$ cat config.mk
export PLATFORM = sky130hd
export DESIGN_NAME = text_glyph_sequencer
export DESIGN_NICKNAME = d
export VERILOG_FILES = /design/src/rtl/text_glyph_sequencer.sv
export SDC_FILE = /design/constraint.sdc
export NUM_CORES = 1
export LEC_CHECK = 0
export CAP_MARGIN = 20
export CORE_MARGIN = 2
export CORE_UTILIZATION = 35
export DETAILED_ROUTE_END_ITERATION = 8
export DONT_BUFFER_PORTS = 1
export GPL_ROUTABILITY_DRIVEN = 0
export GPL_TIMING_DRIVEN = 0
export PLACE_DENSITY = 0.5
export SYNTH_ARGS = -nofsm -noshare
export SYNTH_HDL_FRONTEND = slang
export SYNTH_SLANG_ARGS = --single-unit
$ cat constraint.sdc
create_clock -name clock_27mhz -period 2.5 [get_ports clock_27mhz]
set_clock_uncertainty 0.05 [all_clocks]
set_input_delay 0.625 -clock clock_27mhz [delete_from_list [all_inputs] [get_ports clock_27mhz]]
set_output_delay 0.625 -clock clock_27mhz [all_outputs]
set_load 0.01 [all_outputs]
$ cat src/rtl/text_glyph_sequencer.sv
// text_glyph_sequencer
// Turns the latched custom-text character array into one glyph draw request
// per character (code, screen X, index) using a req/ack handshake with the
// glyph/overlay renderer. A run starts on a rising edge of char_array_rdy,
// and dropping char_array_rdy aborts a run in progress.
// Optional feature macro: LOWERCASE_FOLD_EN (when defined, a..z map to the
// same letter codes as A..Z; otherwise lowercase renders as blank).
module text_glyph_sequencer #(
    parameter int TEXT_LEN_MAX = 20,
    parameter int CHAR_W       = 8,
    parameter int X_W          = 11
) (
    input  logic                      clock_27mhz,
    input  logic                      reset,
    input  logic [TEXT_LEN_MAX*8-1:0] char_array,
    input  logic                      char_array_rdy,
    input  logic [5:0]                num_char,
    input  logic [X_W-1:0]            x_origin,
    input  logic                      glyph_ack,
    output logic                      glyph_req,
    output logic [4:0]                glyph_code,
    output logic [X_W-1:0]            glyph_x,
    output logic [5:0]                glyph_idx,
    output logic                      busy,
    output logic                      done
);

    typedef enum logic [2:0] {
        IDLE,
        LATCH,
        ISSUE,
        WAIT_ACK,
        FIN
    } state_t;

    localparam int             TEXT_W = TEXT_LEN_MAX * 8;
    localparam logic [5:0]     N_MAX  = 6'(TEXT_LEN_MAX);
    localparam logic [X_W-1:0] X_STEP = X_W'(CHAR_W);
    localparam logic [4:0]     BLANK  = 5'd26;

    state_t             state;
    logic               rdy_prev;
    logic [TEXT_W-1:0]  text_snap;
    logic [X_W-1:0]     x_next;
    logic [5:0]         n_chars;
    logic               rdy_rise;

    // ASCII byte to 5-bit letter code; anything that is not a letter is blank.
    function automatic logic [4:0] ascii_to_code(input logic [7:0] b);
        logic [4:0] c;
        c = BLANK;
        if (b >= 8'h41 && b <= 8'h5A) begin
            c = 5'(b - 8'h41);
        end
`ifdef LOWERCASE_FOLD_EN
        else if (b >= 8'h61 && b <= 8'h7A) begin
            c = 5'(b - 8'h61);
        end
`else
        else begin
            c = BLANK;
        end
`endif
        return c;
    endfunction

    assign rdy_rise = char_array_rdy & ~rdy_prev;

    // Sequencer FSM: snapshot the text, then walk it one character per
    // handshake. The snapshot is shifted left after each ack so the current
    // character always sits in the top byte, and X advances by one pitch per
    // character, wrapping naturally at the X_W-bit width.
    always_ff @(posedge clock_27mhz) begin
        if (reset) begin
            state      <= IDLE;
            rdy_prev   <= 1'b0;
            text_snap  <= '0;
            x_next     <= '0;
            n_chars    <= '0;
            glyph_req  <= 1'b0;
            glyph_code <= '0;
            glyph_x    <= '0;
            glyph_idx  <= '0;
            busy       <= 1'b0;
            done       <= 1'b0;
        end else begin
            rdy_prev <= char_array_rdy;
            done     <= 1'b0;
            if (state != IDLE && !char_array_rdy) begin
                state     <= IDLE;
                glyph_req <= 1'b0;
                busy      <= 1'b0;
            end else begin
                case (state)
                    IDLE: begin
                        if (rdy_rise) begin
                            state <= LATCH;
                        end
                    end
                    LATCH: begin
                        text_snap <= char_array;
                        x_next    <= x_origin;
                        n_chars   <= (num_char > N_MAX) ? N_MAX : num_char;
                        glyph_idx <= '0;
                        busy      <= 1'b1;
                        state     <= (num_char == 6'd0) ? FIN : ISSUE;
                    end
                    ISSUE: begin
                        glyph_req  <= 1'b1;
                        glyph_code <= ascii_to_code(text_snap[TEXT_W-1 -: 8]);
                        glyph_x    <= x_next;
                        state      <= WAIT_ACK;
                    end
                    WAIT_ACK: begin
                        if (glyph_ack) begin
                            glyph_req <= 1'b0;
                            glyph_idx <= glyph_idx + 6'd1;
                            text_snap <= text_snap << 8;
                            x_next    <= x_next + X_STEP;
                            state     <= (glyph_idx + 6'd1 == n_chars) ? FIN : ISSUE;
                        end
                    end
                    FIN: begin
                        done  <= 1'b1;
                        busy  <= 1'b0;
                        state <= IDLE;
                    end
                    default: begin
                        state <= IDLE;
                    end
                endcase
            end
        end
    end

endmodule
==> results.ini, run 1 <==
[status]
status=finished clean

[sta]
finalSetupViolCount=0
final.hold.worst_slack_ns=0.131
setup-tns-final_ns=0
worst_slew_pin_slew_ns=0.781
finalCritPeriodShare=0.826
slew_violations=0
final.min_clock_period_ns=2.06
clock.fmax_mhz=484
post-route-worst-setup-slack_ns=0.435
timing.max_slew.rel_slack=0.479
rsz0062_at_grt=no
hold_viol=0

[layout]
drive_above_1_share=0.210
final_net_count=1360
register_area_um2=4120
multi_input_gate_area_um2=5270
layout.filler_cells=2979
flow.area_growth_from_synthesis_pct=12.0

[routing]
drt_pre_antenna_iters=5
detail_route.wl_per_cell_um=19.3
detailed_route_drc_error_count=0
drtAntennaViolNets=0
drtIter0Drc=508
via_count=8177
post_drt_via_cell_ratio=5.21
postRouteWirelength_um=30300

[cts]
cts-buffers-inserted=25
clk_latency_ns=0.52
htreeDepth=1
cts_resized=0
clk_root_buffer_cell=sky130_fd_sc_hd__clkbuf_16
worst_setup_hold_path_clk_slew_ns=0.06
clock_sink_count=206
cts_tree=built
cts_buffer_depth=3
cts_hold_repair.buffers=0
cts.repair_timing.setup_buffer_count=0

[run]
max_cap_viol_count=0

[placed_design]
port_buffers=0
worst_setup_slack_before_clock_tree_synthesis_ns=0.0250
hpwl_um=22100

[worst_setup_path]
timing.critical_path.to_type=flop
timing.setup.critical_path_class=reg2reg
origin_of_the_worst_setup_path=state[2]
critPathLaunchType=flop
arrival_time_at_the_worst_endpoint_ns=2.44
rr_startpoint=state[2]
critical_path_required_ns=2.88
worst-path-max-fanout=10

[power_and_ir_drop]
worst_ir_drop_vdd_mv=0.399
power_per_cell_area_nw_per_um2=675
cellLeakagePower_nw=3.75

[synthesis]
asyncSetResetFlopFracSynth=0
postSynthNetCount=1333
synth_top_area_share=0.413
synth_edf_count=0
yosys.cell_types.count=46
syn-mean-instance-area_um2=8.72
dominantRegCellSynth=sky130_fd_sc_hd__dfxtp_1
synth_top_cells_by_area=sky130_fd_sc_hd__dfxtp_1, sky130_fd_sc_hd__a311oi_2, sky130_fd_sc_hd__nand2_1, sky130_fd_sc_hd__nor2_1, sky130_fd_sc_hd__buf_2
ys_seq_elements=206
synthesis.yosys.warnings=0
yosys.area.top_type=sky130_fd_sc_hd__dfxtp_1
part_of_the_yosys_area_used_for_sequential_elements=0.413
synthTopCellsByCount=sky130_fd_sc_hd__nand2_1, sky130_fd_sc_hd__dfxtp_1, sky130_fd_sc_hd__nor2_1, sky130_fd_sc_hd__a311oi_2, sky130_fd_sc_hd__buf_2
netlist_area_um2=10000
yosys.cell_count.top_type=sky130_fd_sc_hd__nand2_1
post_synth_inst_count=1147

[floorplan]
design.die.area_um2=29900
die-height_um=173
die_w_um=173
initial_core_utilization=0.358
top_level_ports=206
fp.coreArea_um2=27900
rows=61

[global_routing]
grt_first_pass_wirelength_um=47100
grt_start_max_net_pins=12
grt_use_total=0.197
grt_overflow=0
grt_antenna_before_repair=3
vias_in_the_first_global_route=8228

[min_path]
hp-class=in2reg
min-delay-start=reset

[layout by cell type, fill, tap and decap left out, types with 9 or more instances in the layout]
cell / instances
sky130_fd_sc_hd__clkbuf_16: 25
sky130_fd_sc_hd__a21oi_1: 37
sky130_fd_sc_hd__a22oi_1: 11
sky130_fd_sc_hd__buf_2: 38
sky130_fd_sc_hd__nand2_1: 347
sky130_fd_sc_hd__buf_6: 10
sky130_fd_sc_hd__o21ai_0: 11
sky130_fd_sc_hd__clkbuf_1: 47
sky130_fd_sc_hd__nor2_1: 180
sky130_fd_sc_hd__buf_4: 17
sky130_fd_sc_hd__a311oi_2: 149
sky130_fd_sc_hd__a211oi_1: 10
sky130_fd_sc_hd__nand3_1: 9
sky130_fd_sc_hd__dfxtp_1: 206
[logic make-up (layout without fill, tap and decap cells)]
group	Yosys count	in the layout	synth area share
AND/OR/NAND/NOR	580	580	0.234
AO/OA/AOI/OAI	235	235	0.278
flip-flops	206	206	0.413
buffers and inverters	110	151	0.0601
XOR/XNOR	10	10	0.00876
adder cells (fa/ha/maj)	5	5	0.00626
multiplexers	1	1	0.00113
other	0	2	0
[layout make-up]
cell class	instances	share of cell area
Multi-Input combinational cell	831	0.471
Sequential cell	206	0.368
Clock buffer	39	0.0633
Buffer	104	0.0516
Tap cell	378	0.0422
Inverter	6	0.00201
Clock inverter	2	0.00112
Antenna cell	2	0.000447
[power breakdown]
group / internal [W] / switching [W]
clock: 0.00192 / 0.00138
combinational: 0.000277 / 0.000446
sequential: 0.00343 / 0.0000967
[worst max-delay path: stages, from the launching register on]
cell and delay (ns):
sky130_fd_sc_hd__dfxtp_1 0.30, sky130_fd_sc_hd__buf_2 0.22, sky130_fd_sc_hd__nand3b_1 0.13, sky130_fd_sc_hd__buf_2 0.33
sky130_fd_sc_hd__buf_4 0.29, sky130_fd_sc_hd__buf_2 0.26, sky130_fd_sc_hd__nand2_1 0.14, sky130_fd_sc_hd__a311oi_2 0.26
[registers in the layout (all words and copies together) (netlist names)]
register    cells
text_snap     160
state           3
n_chars         6
done            1
x_next         11
glyph_idx       6
busy            1
glyph_x        11
glyph_req       1
rdy_prev        1
glyph_code      5
[metrics by stage]
stage	util	cells	power [W]	area, um2
after floorplan	-	1147	0.00415	10000
after global placement	0.375	1525	0.00432	10500
after detailed placement	0.375	1525	0.00433	10500
after CTS	0.401	1566	0.00765	11200
after global routing	0.401	1568	0.00789	11200
final	0.401	1568	0.00755	11200
[metal layers]
layer,share of wire,wire length [um],up-vias,GRT usage
li1,-,-,4076,-
met1,0.45,13600,3834,0.256
met2,0.46,13900,215,0.321
met3,0.067,2030,50,0.0541
met4,0.023,691,2,0.0533
met5,0.00043,13,-,0
[final timing paths]
| kind | to | slack [ns] | cells after the start |
|---|---|---|---|
| hold reg to reg | glyph_x[1] | 0.41 | 2 |
| setup reg to reg | text_snap[55] | 0.44 | 7 |
| setup / recovery | text_snap[55] | 0.44 | 7 |
| hold / removal | rdy_prev | 0.13 | 1 |
Power figures use the tool's default switching activity.
==> run 2: changes to the inputs <==
==> constraint.sdc (replaced) <==
create_clock -name clock_27mhz -period 1.9 [get_ports clock_27mhz]
set_clock_uncertainty 0.05 [all_clocks]
set_input_delay 0.475 -clock clock_27mhz [delete_from_list [all_inputs] [get_ports clock_27mhz]]
set_output_delay 0.475 -clock clock_27mhz [all_outputs]
set_load 0.01 [all_outputs]
==> results.ini, run 2 (synthesized netlist as in run 1, its figures left out) <==
[floorplan]
top_level_ports=206
initial_core_utilization=0.358
die-height_um=173
rows=61
design.die.area_um2=29900
die_w_um=173
fp.coreArea_um2=27900

[worst_setup_path]
timing.critical_path.to_type=flop
critPathLaunchType=flop
worst-path-max-fanout=10
origin_of_the_worst_setup_path=state[2]
critical_path_required_ns=2.21
rr_startpoint=state[2]
arrival_time_at_the_worst_endpoint_ns=2.12
timing.setup.critical_path_class=reg2reg
ff2ff_setup_slack_ns=0.09

[global_routing]
vias_in_the_first_global_route=8219
grt_antenna_before_repair=2
grt_start_max_net_pins=12
grt_overflow=0
grt_first_pass_wirelength_um=47200
grt_use_total=0.197

[layout]
leading_cell_type_in_the_layout_fill_and_taps_excluded=sky130_fd_sc_hd__nand2_1
final_net_count=1361
mostFrequentLayoutCells=sky130_fd_sc_hd__nand2_1, sky130_fd_sc_hd__dfxtp_1, sky130_fd_sc_hd__nor2_1
drive_above_1_share=0.221
design_area_um2=11300
stdcell_count=1568
max_ffs_per_register=160
flow.area_growth_from_synthesis_pct=13.2
multi_input_gate_area_um2=5290
reg_top3=text_snap x160, glyph_x x11, x_next x11
regMostFlops=text_snap
layout.filler_cells=2971
register_area_um2=4130

[cts]
clk_root_buffer_cell=sky130_fd_sc_hd__clkbuf_16
clk_latency_ns=0.52
cts_buffer_depth=3
htreeDepth=1
clock_sink_count=206
cts_tree=built
worst_setup_hold_path_clk_slew_ns=0.06
cts-buffers-inserted=25

[power_and_ir_drop]
power.share.clock=0.436
pwr-share-comb=0.097
cellInternalPower_w=0.00742
power_w=0.00996
worst_ir_drop_vdd_mv=0.527
p_seq_frac=0.466
power.share.switching=0.255
cellLeakagePower_nw=3.80
p_switching_w=0.00254
power_per_cell_area_nw_per_um2=880

[min_path]
min-delay-start=x_origin[2]
hp-class=in2reg

[sta]
final.min_clock_period_ns=1.81
final.hold.worst_slack_ns=0.0462
finalSetupViolCount=0
finalCritPeriodShare=0.950
setup-tns-final_ns=0
worst_slew_pin_slew_ns=0.776
slew_violations=0
hold_viol=0
timing.max_slew.rel_slack=0.483
clock.fmax_mhz=554
rsz0062_at_grt=yes

[routing]
via_count=8232
wl_met3_um=2110
met2RoutedLength_um=13900
postRouteWirelength_um=30500
drt_pre_antenna_iters=5
drtAntennaViolNets=0
detail_route.wl_per_cell_um=19.5
post_drt_via_cell_ratio=5.25
top_layer_used=met5
met1Wirelength_um=13800
drtIter0Drc=513
detailed_route_drc_error_count=0

[status]
status=finished clean

[placed_design]
placed_cells_incl_taps=1525
port_buffers=0
hpwl_um=22100
placed_area_um2=10500

[run]
max_cap_viol_count=0

-- run 2: cell types whose count changed in the layout (fill, tap and decap cells not counted), sizes merged --
cell and delta:
clkbuf +10, diode -1, dlygate4sd3 +1, buf -10
-- run 2: layout make-up --
class / count / share of cell area
clock buffers: 39 / 0.0626
multi-input cells: 831 / 0.467
inverters: 6 / 0.00199
clock inverters: 2 / 0.00111
diodes: 1 / 0.000221
plain buffers: 104 / 0.0596
repair buffers: 1 / 0.000884
well taps: 378 / 0.0418
flip-flops and latches: 206 / 0.365
-- run 2: stage by stage --
stage / utilization / setup WS, ns
after floorplan: - / 0.291
after global placement: 0.375 / -0.398
after detailed placement: 0.375 / -0.425
after CTS: 0.402 / 0.00494
after global routing: 0.405 / -0.0208
final: 0.405 / 0.0945
-- run 2: power groups by stage --
stage,Sequential (W),Combinational (W),Clock (W)
6_report,0.00464,0.000968,0.00435
3_5_place_dp,0.00474,0.000956,0
3_3_place_gp,0.00474,0.000947,0
4_1_cts,0.00464,0.000964,0.00447
5_1_grt,0.00467,0.00107,0.00466
2_1_floorplan,0.00469,0.000769,0
-- run 2: worst paths after layout --
path / endpoint / cells past startpoint
worst max-delay path: text_snap[155] / 7
worst min-delay path: x_next[2] / 2
worst max register to register: text_snap[155] / 7
worst min register to register: x_next[0] / 2
-- run 2: metal layers --
layer | vias to the layer above | GRT usage
met4 | 2 | 0.0484
met5 | - | 0
met1 | 3880 | 0.256
met2 | 228 | 0.323
met3 | 45 | 0.0539
li1 | 4077 | -
-- run 2: repair_timing --
item | CTS | global route
endpoints found under the hold margin | 1 | 0
setup endpoints to repair | 133 | 143
resized for setup | 10 | 46
hold buffers | 1 | 0
buffers inserted | 0 | 0
-- run 2: critical path, cell delays in order (launching register included) --
cell and delay [ns]:
sky130_fd_sc_hd__dfxtp_1 0.29, sky130_fd_sc_hd__clkbuf_4 0.18, sky130_fd_sc_hd__nor2b_4 0.18, sky130_fd_sc_hd__and3_1 0.16, sky130_fd_sc_hd__buf_2 0.14, sky130_fd_sc_hd__buf_4 0.26, sky130_fd_sc_hd__buf_4 0.26, sky130_fd_sc_hd__a311oi_2 0.12
